`config.mk`:
```
export PLATFORM = sky130hd
export DESIGN_NAME = sound_player_flat
export DESIGN_NICKNAME = d
export VERILOG_FILES = /design/src/rtl/sound_player_if.sv /design/src/rtl/sound_player.sv /design/src/flat_wrapper.sv
export SDC_FILE = /design/constraint.sdc
export NUM_CORES = 1
export LEC_CHECK = 0
export CAP_MARGIN = 15
export CORE_UTILIZATION = 55
export DETAILED_ROUTE_END_ITERATION = 10
export HOLD_SLACK_MARGIN = 0.12
export PLACE_DENSITY = 0.84
export SETUP_SLACK_MARGIN = 0.05
export SYNTH_ARGS = -nofsm -noshare
export SYNTH_HDL_FRONTEND = slang
export SYNTH_SLANG_ARGS = --single-unit
```
`constraint.sdc`:
```
create_clock -name clk -period 2.6 [get_ports clk]
set_input_delay 0.78 -clock clk [delete_from_list [all_inputs] [get_ports clk]]
set_output_delay 0.78 -clock clk [all_outputs]
set_load 0.01 [all_outputs]
```
`src/rtl/sound_player_if.sv`:
```
// sound_player_if: sound request in, speaker and status out.
// master drives codes and mute; slave is the player.
interface sound_player_if;
  logic [1:0] code_sound;
  logic       mute;
  logic       speaker;
  logic       busy;
  logic [1:0] playing_code;

  modport master (
    output code_sound,
    output mute,
    input  speaker,
    input  busy,
    input  playing_code
  );

  modport slave (
    input  code_sound,
    input  mute,
    output speaker,
    output busy,
    output playing_code
  );
endinterface

```
`src/rtl/sound_player.sv`:
```
// sound_player: turns sound codes into timed square-wave notes.
// Define SOUND_QUEUE_EN for a one-deep pending slot instead of retrigger.
module sound_player #(
  parameter int HALF_PING = 13636,
  parameter int HALF_PONG = 6818,
  parameter int HALF_GO1  = 9091,
  parameter int HALF_GO2  = 4545,
  parameter int TONE_LEN  = 1200000,
  parameter int GAP_LEN   = 600000
) (
  input logic           clk,
  input logic           clr,
  sound_player_if.slave sp
);
  localparam logic [23:0] TONE_END = 24'(TONE_LEN - 1);
  localparam logic [23:0] GAP_END  = 24'(GAP_LEN - 1);
  localparam logic [15:0] PING_END = 16'(HALF_PING - 1);
  localparam logic [15:0] PONG_END = 16'(HALF_PONG - 1);
  localparam logic [15:0] GO1_END  = 16'(HALF_GO1 - 1);
  localparam logic [15:0] GO2_END  = 16'(HALF_GO2 - 1);

  typedef enum logic [1:0] {
    IDLE,
    TONE1,
    GAP,
    TONE2
  } state_t;

  state_t      state_q, state_d;
  logic [1:0]  code_q, code_d;
  logic [1:0]  play_q, play_d;
  logic        busy_q, busy_d;
  logic        tone_q, tone_d;
  logic        spk_q, spk_d;
  logic [15:0] hcnt_q, hcnt_d;
  logic [23:0] dcnt_q, dcnt_d;

  logic        ev;
  logic        abort;
  logic        dur_end;
  logic        half_end;
  logic        done;
  logic        start;
  logic        go_idle;
  logic [1:0]  new_code;
  logic [15:0] half_lim;

`ifdef SOUND_QUEUE_EN
  logic        pend_v_q, pend_v_d;
  logic [1:0]  pend_c_q, pend_c_d;
`endif

  always_comb begin
    code_d  = sp.code_sound;
    ev      = (sp.code_sound != code_q)
            && (sp.code_sound != 2'b00);
    abort   = (sp.code_sound == 2'b00)
            && (code_q != 2'b00);

    unique case (1'b1)
      state_q == TONE2: half_lim = GO2_END;
      play_q == 2'b01:  half_lim = PONG_END;
      play_q == 2'b10:  half_lim = PING_END;
      default:          half_lim = GO1_END;
    endcase

    dur_end  = dcnt_q == ((state_q == GAP) ? GAP_END : TONE_END);
    half_end = hcnt_q == half_lim;
    // a sequence ends after TONE2, or after TONE1 for single notes
    done     = dur_end
             && ((state_q == TONE2)
             || ((state_q == TONE1) && (play_q != 2'b11)));

    state_d  = state_q;
    play_d   = play_q;
    tone_d   = tone_q;
    hcnt_d   = hcnt_q;
    dcnt_d   = dcnt_q;
    start    = 1'b0;
    go_idle  = 1'b0;
    new_code = sp.code_sound;

`ifdef SOUND_QUEUE_EN
    pend_v_d = pend_v_q;
    pend_c_d = pend_c_q;
    if (abort) begin
      go_idle  = 1'b1;
      pend_v_d = 1'b0;
      pend_c_d = 2'b00;
    end else if (ev && ((state_q == IDLE) || done)) begin
      start    = 1'b1;
      pend_v_d = 1'b0;
      pend_c_d = 2'b00;
    end else if (done && pend_v_q) begin
      start    = 1'b1;
      new_code = pend_c_q;
      pend_v_d = 1'b0;
      pend_c_d = 2'b00;
    end else if (done) begin
      go_idle = 1'b1;
    end else if (ev) begin
      pend_v_d = 1'b1;
      pend_c_d = sp.code_sound;
    end
`else
    if (abort) begin
      go_idle = 1'b1;
    end else if (ev) begin
      start = 1'b1;
    end else if (done) begin
      go_idle = 1'b1;
    end
`endif

    if (start) begin
      state_d = TONE1;
      play_d  = new_code;
      tone_d  = 1'b0;
      hcnt_d  = 16'd0;
      dcnt_d  = 24'd0;
    end else if (go_idle) begin
      state_d = IDLE;
      play_d  = 2'b00;
      tone_d  = 1'b0;
      hcnt_d  = 16'd0;
      dcnt_d  = 24'd0;
    end else begin
      unique case (state_q)
        TONE1, TONE2: begin
          if (dur_end) begin
            state_d = GAP;
            tone_d  = 1'b0;
            hcnt_d  = 16'd0;
            dcnt_d  = 24'd0;
          end else begin
            dcnt_d = dcnt_q + 24'd1;
            if (half_end) begin
              hcnt_d = 16'd0;
              tone_d = ~tone_q;
            end else begin
              hcnt_d = hcnt_q + 16'd1;
            end
          end
        end
        GAP: begin
          if (dur_end) begin
            state_d = TONE2;
            tone_d  = 1'b0;
            hcnt_d  = 16'd0;
            dcnt_d  = 24'd0;
          end else begin
            dcnt_d = dcnt_q + 24'd1;
          end
        end
        default: begin
        end
      endcase
    end

    busy_d = state_d != IDLE;
    spk_d  = tone_d & ~sp.mute;
  end

  always_ff @(posedge clk) begin
    if (clr) begin
      state_q <= IDLE;
      // track the input so a code held through reset is not an event
      code_q  <= sp.code_sound;
      play_q  <= 2'b00;
      busy_q  <= 1'b0;
      tone_q  <= 1'b0;
      spk_q   <= 1'b0;
      hcnt_q  <= 16'd0;
      dcnt_q  <= 24'd0;
    end else begin
      state_q <= state_d;
      code_q  <= code_d;
      play_q  <= play_d;
      busy_q  <= busy_d;
      tone_q  <= tone_d;
      spk_q   <= spk_d;
      hcnt_q  <= hcnt_d;
      dcnt_q  <= dcnt_d;
    end
  end

`ifdef SOUND_QUEUE_EN
  always_ff @(posedge clk) begin
    if (clr) begin
      pend_v_q <= 1'b0;
      pend_c_q <= 2'b00;
    end else begin
      pend_v_q <= pend_v_d;
      pend_c_q <= pend_c_d;
    end
  end
`endif

  assign sp.speaker      = spk_q;
  assign sp.busy         = busy_q;
  assign sp.playing_code = play_q;
endmodule

```
`src/flat_wrapper.sv`:
```
// flat-port wrapper written by rule: the top's interface ports become plain ports
module sound_player_flat 
#(
  parameter int HALF_PING = 13636,
  parameter int HALF_PONG = 6818,
  parameter int HALF_GO1  = 9091,
  parameter int HALF_GO2  = 4545,
  parameter int TONE_LEN  = 1200000,
  parameter int GAP_LEN   = 600000
)
  (clk, clr, sp_code_sound, sp_mute, sp_speaker, sp_busy, sp_playing_code);
  sound_player_if sp_i ();
  input logic clk;
  input logic clr;
  input wire logic [$bits(sp_i.code_sound)-1:0] sp_code_sound;
  input wire logic [$bits(sp_i.mute)-1:0] sp_mute;
  output wire logic [$bits(sp_i.speaker)-1:0] sp_speaker;
  output wire logic [$bits(sp_i.busy)-1:0] sp_busy;
  output wire logic [$bits(sp_i.playing_code)-1:0] sp_playing_code;
  assign sp_i.code_sound = sp_code_sound;
  assign sp_i.mute = sp_mute;
  assign sp_speaker = sp_i.speaker;
  assign sp_busy = sp_i.busy;
  assign sp_playing_code = sp_i.playing_code;
  sound_player #(.HALF_PING(HALF_PING), .HALF_PONG(HALF_PONG), .HALF_GO1(HALF_GO1), .HALF_GO2(HALF_GO2), .TONE_LEN(TONE_LEN), .GAP_LEN(GAP_LEN)) u_core (.clk(clk), .clr(clr), .sp(sp_i));
endmodule
```
Word-level counts from Yosys, hierarchy flattened
Index checks and enable logic that the tools add are counted.
W data, S select, Z words.
- memory bits (read-only): 0
- output and inout bits: 4
- bits of input ports: 5
- bits in writable memories: 0
- memories kept: 0
- flip-flop bits (word level): 49
- bits in latches: 0
- $lt $le $gt $ge: 0
- reduce and logical (&&, ||, !) cells: 15
- div/mod/pow operators: 0
- equal/unequal tests: 10
- mux-type cells: 25
- bitwise gates (word level): 3
- add/subtract/negate cells: 2
- $mul: 0
- shift operators: 0
- operators with widths (cell ; number):
    $mux W16 ; 3
    $pmux W14 S3 ; 1
    $pmux W16 S2 ; 1
    $add A24 B1 Y24 const B ; 1
    $eq A24 B24 Y1 ; 1
    $mux W24 ; 1
    $mux W21 ; 1
    $add A16 B1 Y16 const B ; 1
    $eq A16 B14 Y1 ; 1
    $mux W2 ; 6
    $mux W1 ; 10
    $reduce_bool A2 Y1 ; 5
    $eq A2 B2 Y1 const B ; 3
    $reduce_or A3 Y1 ; 2
    $eq A2 B1 Y1 const B ; 2
    $logic_and A1 B1 Y1 ; 4
    $pmux W2 S2 ; 1
    $logic_not A2 Y1 ; 1
    $ne A2 B1 Y1 const B ; 1
    $ne A2 B2 Y1 ; 1
    $ne A2 B2 Y1 const B ; 1
    $not A1 Y1 ; 2
    $pmux W1 S2 ; 1
    $reduce_and A2 Y1 ; 1
    other kinds (3) ; 3

Logic depth before layout (Yosys ltp)
- word-level depth: 10
- mapped depth: 9
- mapped depth without buffers: 8

Worst setup path after synthesis
No wires, ideal clock.
- path kind: register to register
- start point: register u_core.play_q[0] (netlist: u_core.sp.playing_code[0])
- end point: register u_core.hcnt_q[1]
- library setup time: 115 ps
- stages on the path, launching flop included: 10
- period minus slack after synthesis: 2371 ps
- required time: 2485 ps
- arrival: 2256 ps
- slack: 229 ps
- buffers on the path: 1
- cell sequence: dfxtp_1 inv_1 ha_1 xnor2_1 or4_1 a311oi_2 a311oi_2 buf_6 a22oi_2 nor2_1
- cells in the longest elaborated chain, start to end: 8
- elaborated cells on any way between the ends: 15
- those cells by class: 4 x eq/ne; 7 x mux; 4 x reduce/logical
- ends and longest elaborated chain (item ; line ; RTL):
    from (decl) ; sound_player.sv:31 ; logic [1:0] play_q, play_d;
    from (signal assigned) ; sound_player.sv:178 ; play_q <= play_d;
    parallel branches: the longest is 8 deep, another holds $eq A16 B14 Y1 ; -- ;
    to (signal assigned) ; sound_player.sv:182 ; hcnt_q <= hcnt_d;
    to (decl) ; sound_player.sv:35 ; logic [15:0] hcnt_q, hcnt_d;
Several ways; the timed one is not identified.
A chain may end at the register's enable or synchronous reset.

Final worst setup path
Same ends and word-level chain as after synthesis.

==> results.cfg <==
[layout]
drive_gt1_share_pct = 9.97
syn_to_final_growth_pct = 12.4
stdcell_count = 393
layout.nets = 350
utilization_pct = 66.1
insertedDiodeCount = 0

[place]
dp_hpwl_um = 3950
place.port_buffers = 8
placedCellCount = 382
gp_congestion = 0.823

[yosys]
ys_warn_count = 0
synth_top_cell_area_share_pct = 37.3
syn-num-nets = 334
ys_seq_elements = 49
synth-edff-count = 0
ys_seq_area_share_pct = 37.3
yosysUniqueCellTypes = 49
synthTopCellsByArea = dfxtp_1 37%, nor2_1 5.8%, nand2_1 4.6%
yosysTopAreaCell = dfxtp_1
synthArstFlopShare_pct = 0
ys.flop_type = dfxtp_1
syn_area_um2 = 2630
syn_avg_cell_area_um2 = 8.12
postSynthCellCount = 324

[timing]
rsz0062_at_grt = false
slew_viol_final = 0
post-route-min-period_ns = 2.53
setup_tns_ns = 0
tightest_slew_ns = 0.576
period_share_pct = 97.2
hold_ws_ns = 0.492
hold_violations = 0
final.setup_skew_ns = 0.0185
fmax_ghz = 0.396
setup_viol = 0
timing.slew.headroom_pct = 61.3

[floorplanning]
ios = 9
initial_core_util_pct = 58.8
core_area_um2 = 4470
rows = 24
die_h_um = 71.2
dieArea_um2 = 5060
dieWidth_um = 71.2

[global_routing]
grt_pass1_vias = 2055
grt_overflow = 0
grt_usage_pct = 22.5
antenna_found_initial = 0
grt_max_degree = 21
grt_pass1_wl_um = 9230

[drt]
drc = 1
wirelength_um = 5720
vias_per_cell = 6.09
drtPass1Iterations = 7
antenna_left = 0
drt_iter0_drc = 179
wire_per_inst_um = 14.6
vias = 2394

[power]
powerDensity_nw_per_um2 = 512
p_total_uw = 1510
p_leak_uw = 0.000986
max-vdd-ir-drop_uv = 374

[setup_path]
ff2ff_setup_slack_ns = 0.07
crit_cells = 10
cp-start-kind = flop
critPathArrivalTime_ns = 2.72
critPathMaxStageDelay_ns = 0.53
path_cells = inv_1, ha_1, buf_4, nand2_1, or4b_1, a311oi_4, a311oi_4, buf_12, a22oi_2, nor2_1
cp_max_fo = 10
worstPathRequired_ns = 2.79
reg2reg_depth = 10
endpoint_kind = flop
rr_startpoint = u_core.sp.playing_code[0]
crit_family = compound AO/OA/AOI/OAI gates
critPathMostFrequentCell = a311oi_4
rr_endpoint = u_core.hcnt_q[1]
slowest_stage = or4b_1
critPathBufInv = 3
path_class = flop to flop

[hold_path]
hold_class = flop to flop
worstHoldStart = u_core.dcnt_q[1]
whs_endpoint = u_core.dcnt_q[1]
hold_path_depth = 2

[run_status]
status = finished, violations left
violations = design-rule violations

[job]
max_cap_violations = 0

[cts]
cts_tree = done
numClockSinks = 49
cts_buffers = 5
cts_max_level = 2
clock_latency_ns = 0.31
cts_root_buf = clkbuf_8
clock_path_buffers = 2
clkTransAtPathRegs_ns = 0.09
-- worst max-delay path by stage --
stage / start / slack, ns / to
6_report: u_core.sp.playing_code[0] / 0.07 / u_core.hcnt_q[1]
5_1_grt: u_core.sp.playing_code[0] / 0.02 / u_core.hcnt_q[1]
4_1_cts: u_core.sp.playing_code[0] / 0.05 / u_core.hcnt_q[4]
3_5_place_dp: u_core.sp.playing_code[0] / -0.09 / u_core.hcnt_q[4]
3_3_place_gp: u_core.sp.playing_code[0] / -0.02 / u_core.hcnt_q[7]
2_1_floorplan: u_core.sp.playing_code[0] / 0.23 / u_core.hcnt_q[1]
-- worst register-to-register path: stages, from the launching register on --
cell      delay [ns]
dfxtp_1         0.33
inv_1           0.05
ha_1            0.33
buf_4           0.15
nand2_1         0.05
or4b_1          0.53
a311oi_4        0.36
a311oi_4        0.21
buf_12          0.19
a22oi_2         0.17
nor2_1          0.05
-- Yosys cell counts (2+ instances only) --
master and instances:
or3_1 6, and3_1 6, a41oi_1 2, a211oi_1 2, or2_2 2, o211a_1 2, nor2b_1 6, a311oi_2 2
nand2b_1 2, ha_1 5, o21ai_0 16, or4b_2 2, a21oi_1 18, xor2_1 10, buf_6 5, nand2_1 32
nand3b_1 3, dfxtp_1 49, or4_1 2, and2_1 5, a31oi_1 7, nor4bb_1 3, inv_1 9, nor2_1 41
o2111ai_1 2, and4_1 4, xnor2_1 12, o211ai_1 5, nand4_1 6, a22oi_1 2, nand3_1 22, nor3_1 11
clkbuf_1 7
-- flip-flops by register name, indices dropped and copies added (netlist names) --
name and count:
u_core.code_q 2, u_core.dcnt_q 24, u_core.hcnt_q 16, u_core.sp.busy 1
u_core.sp.playing_code 2, u_core.sp.speaker 1, u_core.state_q 2, u_core.tone_q 1
-- per-layer routing --
layer | global-route usage (%) | vias up | routed length [um]
li1 | - | 1185 | -
met5 | 0 | - | 0
met4 | 9.11 | 0 | 121
met2 | 36.7 | 59 | 2770
met1 | 29.4 | 1134 | 2580
met3 | 4.27 | 16 | 256
-- power by group --
group | total, uW | switching [uW] | internal, uW
Clock | 568 | 254 | 314
Combinational | 180 | 97.1 | 82.4
Sequential | 767 | 8.14 | 759
-- what timing repair did --
action                     CTS  global route
setup buffers                0             3
hold buffers                 0             0
setup endpoints to repair   13            19
pin swaps                    0             2
resized for setup            2             3
-- cell families (layout without fill, tap and decap cells) --
logic type	Yosys count	count (layout)	share of synthesized area, %
adders and majority gates	5	5	2.38
buffers and inverters	23	40	4.90
xor gates and xnor gates	22	22	7.32
AOI/OAI and AO/OA	63	63	15.9
and+or+nand+nor	161	161	31.8
DFF	49	49	37.3
muxes	1	1	0.380
-- through the flow --
| stage | setup WS (ns) | cell area, um2 |
|---|---|---|
| after floorplan | 0.229 | 2630 |
| after global placement | -0.0173 | 2770 |
| after detailed placement | -0.0907 | 2770 |
| after CTS | 0.0487 | 2900 |
| after global routing | 0.0152 | 2960 |
| final | 0.0721 | 2960 |
-- area by class of cell --
type,count,area (um2)
Multi-Input combinational cell,252,1550
Fill cell,355,1520
Sequential cell,49,981
Timing Repair Buffer,23,209
Clock buffer,7,86.3
Tap cell,52,65.1
Inverter,9,33.8
Clock inverter,1,30.0
-- layout by cell type, fill, tap and decap left out, drive strengths merged, types with 6 or more instances in the layout --
cell type	count
buf	15
or3	6
o21ai	16
clkbuf	7
nor2b	6
inv	9
nor3	12
xnor2	12
and2	6
nand2	32
a31oi	7
nand3	22
and3	6
clkdlybuf4s50	8
xor2	10
nand4	6
a21oi	18
nor2	41
dfxtp	49
No activity file was read; power rests on OpenSTA's default activity.
